File: src/rtl/id_inst_queue_pkg.sv
// Shared widths, entry layout and helpers for the IF->ID instruction queue.
// FS_TO_DS_BUS_WD, BR_BUS_WD and IQ_DEPTH mirror the mycpu.vh bus definitions.
package id_inst_queue_pkg;

   localparam int FS_TO_DS_BUS_WD = 64;
   localparam int BR_BUS_WD       = 33;
   localparam int IQ_DEPTH        = 4;
   localparam int FLUSH_CNT_W     = 16;

   typedef struct packed {
      logic [31:0] pc;
      logic [31:0] inst;
   } iq_entry_t;

   function automatic logic [FLUSH_CNT_W-1:0] sat_inc(input logic [FLUSH_CNT_W-1:0] v);
      return (v == {FLUSH_CNT_W{1'b1}}) ? v : v + {{(FLUSH_CNT_W-1){1'b0}}, 1'b1};
   endfunction

endpackage

File: src/rtl/iq_entry_ram.sv
// DEPTH x 64 entry storage: one synchronous write port, one asynchronous read port.
// Contents are intentionally not reset; validity is tracked by the queue count.
module iq_entry_ram
   import id_inst_queue_pkg::*;
#(
   parameter int DEPTH = IQ_DEPTH,
   parameter int AW    = 2
) (
   input  logic                       clk,
   input  logic                       we,
   input  logic [AW-1:0]              waddr,
   input  logic [FS_TO_DS_BUS_WD-1:0] wdata,
   input  logic [AW-1:0]              raddr,
   output logic [FS_TO_DS_BUS_WD-1:0] rdata
);

   logic [FS_TO_DS_BUS_WD-1:0] mem [DEPTH];

   always_ff @(posedge clk) begin
      if (we) begin
         mem[waddr] <= wdata;
      end
   end

   assign rdata = mem[raddr];

endmodule

File: src/rtl/id_inst_queue.sv
// IF->ID decoupling FIFO of {pc,inst}; first-word-fall-through head to decode,
// flushed to empty by a taken branch, with a saturating count of effective flushes.
module id_inst_queue
   import id_inst_queue_pkg::*;
#(
   parameter int DEPTH = IQ_DEPTH,
   parameter int AW    = 2
) (
   input  logic                       clk,
   input  logic                       resetn,
   input  logic                       fs_to_ds_valid,
   input  logic [FS_TO_DS_BUS_WD-1:0] fs_to_ds_bus,
   output logic                       ds_allow_in,
   input  logic [BR_BUS_WD-1:0]       brbus,
   output logic                       iq_valid,
   output logic [31:0]                iq_pc,
   output logic [31:0]                iq_inst,
   input  logic                       ds_ready,
   output logic [AW:0]                iq_count,
   output logic [FLUSH_CNT_W-1:0]     flush_cnt
);

   localparam logic [AW:0]   FULL_CNT = (AW+1)'(DEPTH);
   localparam logic [AW:0]   CNT_ONE  = (AW+1)'(1);
   localparam logic [AW-1:0] PTR_ONE  = AW'(1);

   logic [AW-1:0]              wr_ptr;
   logic [AW-1:0]              rd_ptr;
   logic [AW:0]                count;
   logic [FLUSH_CNT_W-1:0]     flush_cnt_q;
   logic                       br_taken;
   logic                       push;
   logic                       pop;
   logic                       flush_hit;
   logic [FS_TO_DS_BUS_WD-1:0] head_raw;
   iq_entry_t                  head;

   assign br_taken = brbus[BR_BUS_WD-1];

   // Allow depends only on registered state so fetch never sees a ds_ready loop.
   assign ds_allow_in = resetn && (count != FULL_CNT);
   assign iq_valid    = resetn && (count != '0) && !br_taken;

   assign push      = fs_to_ds_valid && ds_allow_in && !br_taken;
   assign pop       = iq_valid && ds_ready;
   assign flush_hit = (count != '0) || (fs_to_ds_valid && ds_allow_in);

   iq_entry_ram #(
      .DEPTH (DEPTH),
      .AW    (AW)
   ) u_ram (
      .clk   (clk),
      .we    (push),
      .waddr (wr_ptr),
      .wdata (fs_to_ds_bus),
      .raddr (rd_ptr),
      .rdata (head_raw)
   );

   assign head    = iq_entry_t'(head_raw);
   assign iq_pc   = iq_valid ? head.pc   : 32'd0;
   assign iq_inst = iq_valid ? head.inst : 32'd0;

   always_ff @(posedge clk) begin
      if (!resetn) begin
         wr_ptr      <= '0;
         rd_ptr      <= '0;
         count       <= '0;
         flush_cnt_q <= '0;
      end else if (br_taken) begin
         wr_ptr <= '0;
         rd_ptr <= '0;
         count  <= '0;
         if (flush_hit) begin
            flush_cnt_q <= sat_inc(flush_cnt_q);
         end
      end else begin
         if (push) begin
            wr_ptr <= wr_ptr + PTR_ONE;
         end
         if (pop) begin
            rd_ptr <= rd_ptr + PTR_ONE;
         end
         case ({push, pop})
            2'b10:   count <= count + CNT_ONE;
            2'b01:   count <= count - CNT_ONE;
            default: count <= count;
         endcase
      end
   end

   assign iq_count  = count;
   assign flush_cnt = flush_cnt_q;

endmodule
File: config.mk
export PLATFORM = sky130hd
export DESIGN_NAME = id_inst_queue
export DESIGN_NICKNAME = d
export VERILOG_FILES = /design/src/rtl/id_inst_queue_pkg.sv /design/src/rtl/iq_entry_ram.sv /design/src/rtl/id_inst_queue.sv
export SDC_FILE = /design/constraint.sdc
export NUM_CORES = 1
export LEC_CHECK = 0
export CAP_MARGIN = 15
export CORE_MARGIN = 2
export CORE_UTILIZATION = 55
export DETAILED_ROUTE_END_ITERATION = 16
export PLACE_DENSITY = 0.82
export SLEW_MARGIN = 10
export SYNTH_ARGS = -nofsm -noshare
export SYNTH_HDL_FRONTEND = slang
export SYNTH_HIERARCHICAL = 1
export SYNTH_SLANG_ARGS = --single-unit
File: constraint.sdc
create_clock -name clk -period 26.6 [get_ports clk]
set_input_delay 7.98 -clock clk [delete_from_list [all_inputs] [get_ports clk]]
set_output_delay 7.98 -clock clk [all_outputs]
set_load 0.05 [all_outputs]
==> reports/metrics.yaml, run 1 <==
fin_worst_skew_ns: 0.01917
tns_ns: 0
syn_to_final_growth_pct: 23.52
tightest_slew_ns: 1.010
yosys_warnings: 6
endpoint_kind: "primary output"
routed_via_density: 5.605
ys_ff_latch: 279
worst-setup-path-type: "in2out"
grt_pass1_wl_um: 30700
outcome: "finished clean"
portBuffers: 153
slowest_delay_ns: 0.81
holdPathStages: 2
grt_pass1_vias: 5761
critPathArrivalTime_ns: 11.18
clockRootBuffer: "clkbuf_16"
n_fill_cell: 1250
drt-total-wl_um: 20080
peakVddDrop_mv: 0.05310
syn_area_um2: 10900
finalHoldViolCount: 0
cts_buffer_depth: 3
timing.fmax_mhz: 52.20
diodes: 0
vias: 5560
drcViolationCount: 0
setup-violations-final: 0
hold_ws_ns: 0.5155
clock_latency_ns: 0.52
seq_area_frac_synth: 0.7478
start_kind: "input port"
slew_headroom: 0.3267
h-tree-depth: 1
dieArea_um2: 20950
post-route-min-period_ns: 19.16
die_x_um: 144.7
p_per_area_nw_per_um2: 64.22
min_to: "flush_cnt[4]"
cts_setup_buffers: 0
start_util: 0.5598
postSynthCellCount: 544
crit_top_cell: "clkdlybuf4s50_1"
min-delay-start: "flush_cnt[4]"
cp_cell_sequence: "clkdlybuf4s50_1 -> nand2b_1 -> nor2_4 -> buf_4 -> and2_1 -> clkdlybuf4s50_1"
layout.nets: 810
drv_cap: 0
overflow: 0
grtUsageTotal: 0.1931
p_leak_nw: 4.225
syn_nets: 648
antenna_found_initial: 0
r2r_end: "iq_count[2]"
ant_nets: 0
fp.dieH_um: 144.7
cts_tree: "done"
grt_max_degree: 66
crit_required_ns: 18.62
ios: 186
drt-initial-drc-count: 317
cts.hold.buffers_added: 0
rsz0062_at_grt: "no"
rows: 51
power_mw: 0.8643
cts_resized: 0
avgSynthCellArea_um2: 20.03
min_period_over_period: 0.7202
slowest_stage: "clkdlybuf4s50_1"
dr.pass1.iters: 4
r2r_cells: 10
clk_pin_slew_ns: 0.06
stdcell_count: 992
slew_violations: 0
r2r_start: "iq_count[0]"
wl_per_cell_um: 20.24
cts.sink_count: 279
crit_start: "resetn"
finalWeightedCongestion: 0.8738
final_layout_size_suffix_gt1_frac: 0.1541
hold_class: "reg2reg"
cp_max_fo: 41
dp_hpwl_um: 11470
ys_types: 38
placed_cells: 941
core_area_um2: 19460
cts_buffers: 27
reg2reg_slack_ns: 23.55
logic make-up after synthesis:
| logic type | share of synthesized area |
|---|---|
| AND/OR/NAND/NOR | 0.06948 |
| XOR/XNOR | 0.009646 |
| adder cells (fa/ha/maj) | 0.004134 |
| flip-flops | 0.7478 |
| multiplexers | 0.1364 |
| buffers and inverters | 0.02124 |
| AO/OA/AOI/OAI | 0.01125 |
how the worst max path moves through the flow:
stage | to | slack [ns] | cells after the start
CTS | iq_pc[12] | 7.42 | 6
floorplan | iq_inst[22] | 9.06 | 5
finish | iq_inst[19] | 7.44 | 6
global route | iq_pc[16] | 7.21 | 6
global placement | iq_pc[12] | 7.48 | 6
detailed placement | iq_pc[12] | 7.43 | 6
metal layers:
metal / track usage / up-vias / wire, um
li1: - / 2502 / -
met1: 0.2519 / 2799 / 7978
met2: 0.3347 / 221 / 10320
met3: 0.03455 / 38 / 1297
met4: 0.05927 / 0 / 482
met5: 0 / - / 0
sequential cells by signal, indices dropped and copies added (netlist names):
name and cells:
rd_ptr 2, wr_ptr 2, flush_cnt 16, u_ram/mem 256, iq_count 3
cells in the mapped netlist, drive strengths merged:
library cell | count | area share
nand4 | 6 | 0.0048
nor3 | 3 | 0.0014
o21ai | 7 | 0.0032
xor2 | 4 | 0.0032
dfxtp | 23 | 0.042
clkbuf | 11 | 0.0039
xnor2 | 8 | 0.0064
nand2b | 4 | 0.0023
nor2 | 17 | 0.0059
fa | 1 | 0.0018
mux4 | 64 | 0.13
o2111ai | 1 | 0.00080
nand2 | 13 | 0.0045
a21oi | 9 | 0.0041
mux2i | 3 | 0.0028
and3b | 2 | 0.0016
a31oi | 2 | 0.0011
nor4 | 2 | 0.0011
nor3b | 1 | 0.00069
nand3 | 6 | 0.0028
nand3b | 1 | 0.00069
and3 | 4 | 0.0023
a31o | 1 | 0.00080
a2111o | 1 | 0.0011
or3 | 6 | 0.0034
ha | 2 | 0.0023
and2 | 65 | 0.037
or4 | 1 | 0.00069
inv | 6 | 0.0021
buf | 14 | 0.015
edfxtp | 256 | 0.71
cell usage in the layout (no fill, tap or decap), types with 3 or more instances in the layout:
cell	instances
a21oi_1	9
and2_1	65
and3_1	3
buf_4	4
clkbuf_1	9
clkbuf_16	27
clkdlybuf4s50_1	153
clkinv_1	6
clkinv_2	5
dfxtp_1	21
edfxtp_1	256
inv_1	4
mux2i_1	3
mux4_1	4
mux4_2	60
nand2_1	13
nand2b_1	4
nand3_1	6
nand4_1	5
nor2_1	16
nor3_1	3
o21ai_0	6
or3_1	6
xnor2_1	8
xor2_1	4
through the flow:
step / setup WS [ns] / util / area, um2
floorplan: 9.063 / - / 10900
global placement: 7.484 / 0.6480 / 12610
detailed placement: 7.426 / 0.6480 / 12610
CTS: 7.417 / 0.6905 / 13440
global route: 7.213 / 0.6915 / 13460
finish: 7.443 / 0.6915 / 13460
power breakdown:
group | total [mW] | switching [mW] | internal (mW) | leakage [nW]
sequential | 0.483 | 0.00116 | 0.482 | 2.50
combinational | 0.0270 | 0.0130 | 0.0140 | 1.32
clock | 0.354 | 0.148 | 0.206 | 0.405
total | 0.864 | 0.162 | 0.702 | 4.23
layout make-up:
| type | count | area, um2 | share of cell area |
|---|---|---|---|
| inverters | 6 | 22.52 | 0.001673 |
| clock inverters | 14 | 116.4 | 0.008646 |
| repair buffers | 158 | 1582 | 0.1175 |
| flip-flops and latches | 279 | 8155 | 0.6060 |
| well taps | 265 | 331.6 | 0.02464 |
| clock buffers | 36 | 709.4 | 0.05271 |
| multi-input cells | 234 | 2541 | 0.1888 |
worst max-delay path: cells and delay by family:
kind | cells | cell delay, ns
and+or+nand+nor | 3 | 1.13
buffers and inverters | 3 | 2.05
Power figures use the tool's default switching activity.
==> inputs of run 2 (changes only) <==
- CORE_UTILIZATION: 55 -> 53
- PLACE_DENSITY: 0.82 -> 0.8
- clock period: 26.6 -> 17.8 ns (I/O delays scaled with it)
==> reports/metrics.yaml, run 2 (synthesis gave the netlist of run 1 again) <==
timing.fmax_mhz: 71.96
ant_nets: 0
cts_buffer_depth: 3
drt-initial-drc-count: 331
peakVddDrop_mv: 0.09050
core_area_um2: 20230
critPathTopFamily: "buffers and inverters"
final_layout_size_suffix_gt1_frac: 0.1598
clk_pin_slew_ns: 0.06
grtUsageTotal: 0.1909
clock_latency_ns: 0.53
final_cell_mix: "256 x edfxtp_1, 153 x clkdlybuf4s50_1, 65 x and2_1"
critPathBufInv: 3
drt-total-wl_um: 20440
grt_pass1_vias: 6003
layout.nets: 813
routed_via_density: 5.595
cp.depth: 6
r2r_end: "iq_count[2]"
cp_max_fo: 47
top_register: "u_ram/mem"
h-tree-depth: 1
cts.hold.buffers_added: 0
portBuffers: 153
n_fill_cell: 1299
rows: 52
grt_pass1_wl_um: 32460
seqCellArea_um2: 8155
finalHoldViolCount: 0
dr.pass1.iters: 4
dp_hpwl_um: 11830
p_leak_nw: 4.268
start_util: 0.5385
cp_cell_sequence: "clkdlybuf4s50_1 -> nand2b_1 -> nor2_4 -> buf_4 -> and2_1 -> clkdlybuf4s50_1"
die_x_um: 147.4
multi_input_area_um2: 2541
drv_cap: 0
post-route-min-period_ns: 13.90
cts_setup_buffers: 0
holdPathStages: 2
min_period_over_period: 0.7807
p_per_area_nw_per_um2: 98.70
ios: 186
finalWeightedCongestion: 0.8528
fp.dieH_um: 147.4
dieArea_um2: 21720
reg2reg_slack_ns: 14.64
slew_headroom: 0.3196
dp_slack_ns: 3.925
slowest_stage: "clkdlybuf4s50_1"
min-delay-start: "flush_cnt[15]"
cts_resized: 0
cts.sink_count: 279
overflow: 0
cts_buffers: 29
r2r_start: "iq_count[0]"
setup_ws_ns: 3.904
clockRootBuffer: "clkbuf_16"
vias: 5606
layout_commonest_cell: "edfxtp_1"
start_kind: "input port"
largest_reg_flops: 256
setup-violations-final: 0
slowest_delay_ns: 0.83
syn_to_final_growth_pct: 24.37
crit_top_cell: "clkdlybuf4s50_1"
fin_worst_skew_ns: 0.01622
min_to: "flush_cnt[15]"
slew_violations: 0
drcViolationCount: 0
tns_ns: 0
crit_required_ns: 12.46
outcome: "finished clean"
diodes: 0
power_mw: 1.337
worst-setup-path-type: "in2out"
critPathArrivalTime_ns: 8.56
antenna_found_initial: 0
tightest_slew_ns: 1.021
endpoint_kind: "primary output"
wl_per_cell_um: 20.40
grt_max_degree: 66
r2r_cells: 10
hold_class: "reg2reg"
rsz0062_at_grt: "no"
cts_tree: "done"
run 2: stage by stage:
step	cells	utilization	hold slack (ns)	instance area [um2]
floorplan	544	-	0.4782	10900
global placement	948	0.6244	0.4846	12630
detailed placement	948	0.6244	0.4994	12630
CTS	1002	0.6697	0.5079	13550
global route	1002	0.6697	0.5357	13550
finish	1002	0.6697	0.5028	13550
run 2: layer usage:
| metal | GRT usage | vias up | wire length (um) |
|---|---|---|---|
| met3 | 0.03117 | 27 | 1181 |
| li1 | - | 2507 | - |
| met2 | 0.3395 | 212 | 10760 |
| met1 | 0.2503 | 2860 | 8196 |
| met4 | 0.04567 | 0 | 305 |
| met5 | 0 | - | 0 |
run 2: layout make-up:
class                   count  area share
clock inverters            19     0.01247
well taps                 270     0.02493
multi-input cells         234      0.1875
repair buffers            159      0.1163
flip-flops and latches    279      0.6018
clock buffers              35     0.05522
inverters                   6    0.001662
run 2: power breakdown:
group | switching (mW) | leakage, nW | total (mW) | internal (mW)
clock | 0.233 | 0.445 | 0.574 | 0.342
combinational | 0.0198 | 1.32 | 0.0409 | 0.0210
sequential | 0.00185 | 2.50 | 0.722 | 0.720
run 2: worst max-delay path by stage:
stage | start | endpoint | slack (ns)
3_3_place_gp | resetn | iq_inst[21] | 4.00
6_report | resetn | iq_pc[12] | 3.90
2_1_floorplan | brbus[32] | iq_inst[22] | 5.54
4_1_cts | resetn | iq_pc[12] | 3.90
5_1_grt | resetn | iq_pc[12] | 3.71
3_5_place_dp | resetn | iq_pc[12] | 3.93
run 2: worst min-delay path: stages (launching register included):
cell	delay (ns)
dfxtp_1	0.32
o21ai_0	0.07
a21oi_1	0.06
==> inputs of run 3 (changes only) <==
- clock period: 17.8 -> 13.8 ns (I/O delays scaled with it)
==> reports/metrics.yaml, run 3 (synthesis gave the netlist of run 1 again) <==
outcome: "finished clean"
drcViolationCount: 0
antenna_found_initial: 0
power_frac_clock: 0.414
min_period_over_period: 0.8338
final_cell_mix: "256 x edfxtp_1, 153 x clkdlybuf4s50_1, 65 x and2_1"
grt_max_degree: 66
p_sw_frac: 0.1911
seqCellArea_um2: 8155
rsz0062_at_grt: "no"
reg2reg_slack_ns: 11.03
switching_power_mw: 0.3206
cts_buffers: 28
fp.dieH_um: 147.4
die_x_um: 147.4
endpoint_kind: "primary output"
overflow: 0
dieArea_um2: 21720
cts_tree: "done"
intPower_mw: 1.357
p_per_area_nw_per_um2: 124.4
p_leak_nw: 4.244
grtUsageTotal: 0.1912
clk_pin_slew_ns: 0.06
r2r_cells: 9
setup_ws_ns: 2.294
tns_ns: 0
crit_start: "resetn"
critPathArrivalTime_ns: 7.37
timing.fmax_mhz: 86.91
cts_resized: 0
wl_per_cell_um: 20.39
routed_via_density: 5.649
grt_pass1_vias: 6010
layout_commonest_cell: "edfxtp_1"
core_area_um2: 20230
drv_cap: 0
holdPathStages: 2
start_kind: "input port"
rows: 52
cp_max_fo: 34
ios: 186
ant_nets: 0
n_fill_cell: 1312
portBuffers: 153
slew_violations: 0
grt_pass1_wl_um: 32420
p_comb_frac: 0.031
cts_setup_buffers: 0
r2r_start: "iq_count[0]"
seq_power_share: 0.555
r2r_end: "iq_count[2]"
drt-initial-drc-count: 377
tightest_slew_ns: 1.026
dr.pass1.iters: 4
finalHoldViolCount: 0
multi_input_area_um2: 2541
h-tree-depth: 1
slew_headroom: 0.3157
drt-total-wl_um: 20390
finalWeightedCongestion: 0.8277
dp_hpwl_um: 12030
start_util: 0.5385
cts_buffer_depth: 3
fin_worst_skew_ns: 0.009640
clockRootBuffer: "clkbuf_16"
worst-setup-path-type: "in2out"
setup-violations-final: 0
hold_class: "reg2reg"
min_to: "flush_cnt[4]"
final_cell_area_um2: 13490
min-delay-start: "flush_cnt[4]"
largest_reg_flops: 256
clock_latency_ns: 0.53
dp_slack_ns: 2.272
vias: 5649
diodes: 0
peakVddDrop_mv: 0.08972
final_layout_size_suffix_gt1_frac: 0.1603
crit_required_ns: 9.66
layout.nets: 812
power_mw: 1.678
cts.hold.buffers_added: 0
post-route-min-period_ns: 11.51
placed_area_um2: 12630
top_register: "u_ram/mem"
cts.sink_count: 279
syn_to_final_growth_pct: 23.84
-- run 3: cell count changes in the layout (fill, tap and decap cells not counted), sizes merged --
cell / change
bufinv: -2
clkinv: +2
clkbuf: -1
inv: -1
-- run 3: worst max path at each step --
| stage | end | slack, ns | cells past startpoint |
|---|---|---|---|
| global placement | iq_inst[25] | 2.27 | 6 |
| finish | iq_inst[25] | 2.29 | 6 |
| global route | iq_inst[26] | 2.06 | 6 |
| detailed placement | iq_inst[23] | 2.27 | 6 |
| floorplan | u_ram/mem[0][0] | 2.88 | 6 |
| CTS | iq_inst[26] | 2.24 | 6 |
-- run 3: power groups by stage --
stage / sequential [mW] / combinational (mW) / clock (mW)
global route: 0.932 / 0.0561 / 0.744
floorplan: 0.952 / 0.0175 / 0
finish: 0.932 / 0.0522 / 0.694
CTS: 0.932 / 0.0525 / 0.711
global placement: 0.949 / 0.0498 / 0
detailed placement: 0.950 / 0.0522 / 0
-- run 3: final cells by class --
class | instances | area share
flip-flops and latches | 279 | 0.6044
well taps | 270 | 0.02504
multi-input cells | 234 | 0.1883
inverters | 6 | 0.001669
clock inverters | 18 | 0.008531
repair buffers | 159 | 0.1168
clock buffers | 34 | 0.05517
-- run 3: worst max-delay path, cell delays in order --
cell and delay [ns]:
clkdlybuf4s50_1 0.72, nand2b_1 0.31, nor2_4 0.68, buf_4 0.46, and2_1 0.24, clkdlybuf4s50_1 0.82
-- run 3: metrics by stage --
step / std cells / utilization / hold WS (ns)
detailed placement: 948 / 0.6244 / 0.5241
floorplan: 544 / - / 0.4782
finish: 1000 / 0.6668 / 0.5420
global placement: 948 / 0.6244 / 0.4843
global route: 1000 / 0.6668 / 0.5761
CTS: 1000 / 0.6668 / 0.5324
-- run 3: per-layer routing --
| layer | part of all wire | global-route usage |
|---|---|---|
| met3 | 0.059 | 0.03241 |
| met2 | 0.53 | 0.3386 |
| met5 | 0 | 0 |
| met4 | 0.023 | 0.05144 |
| met1 | 0.39 | 0.2485 |
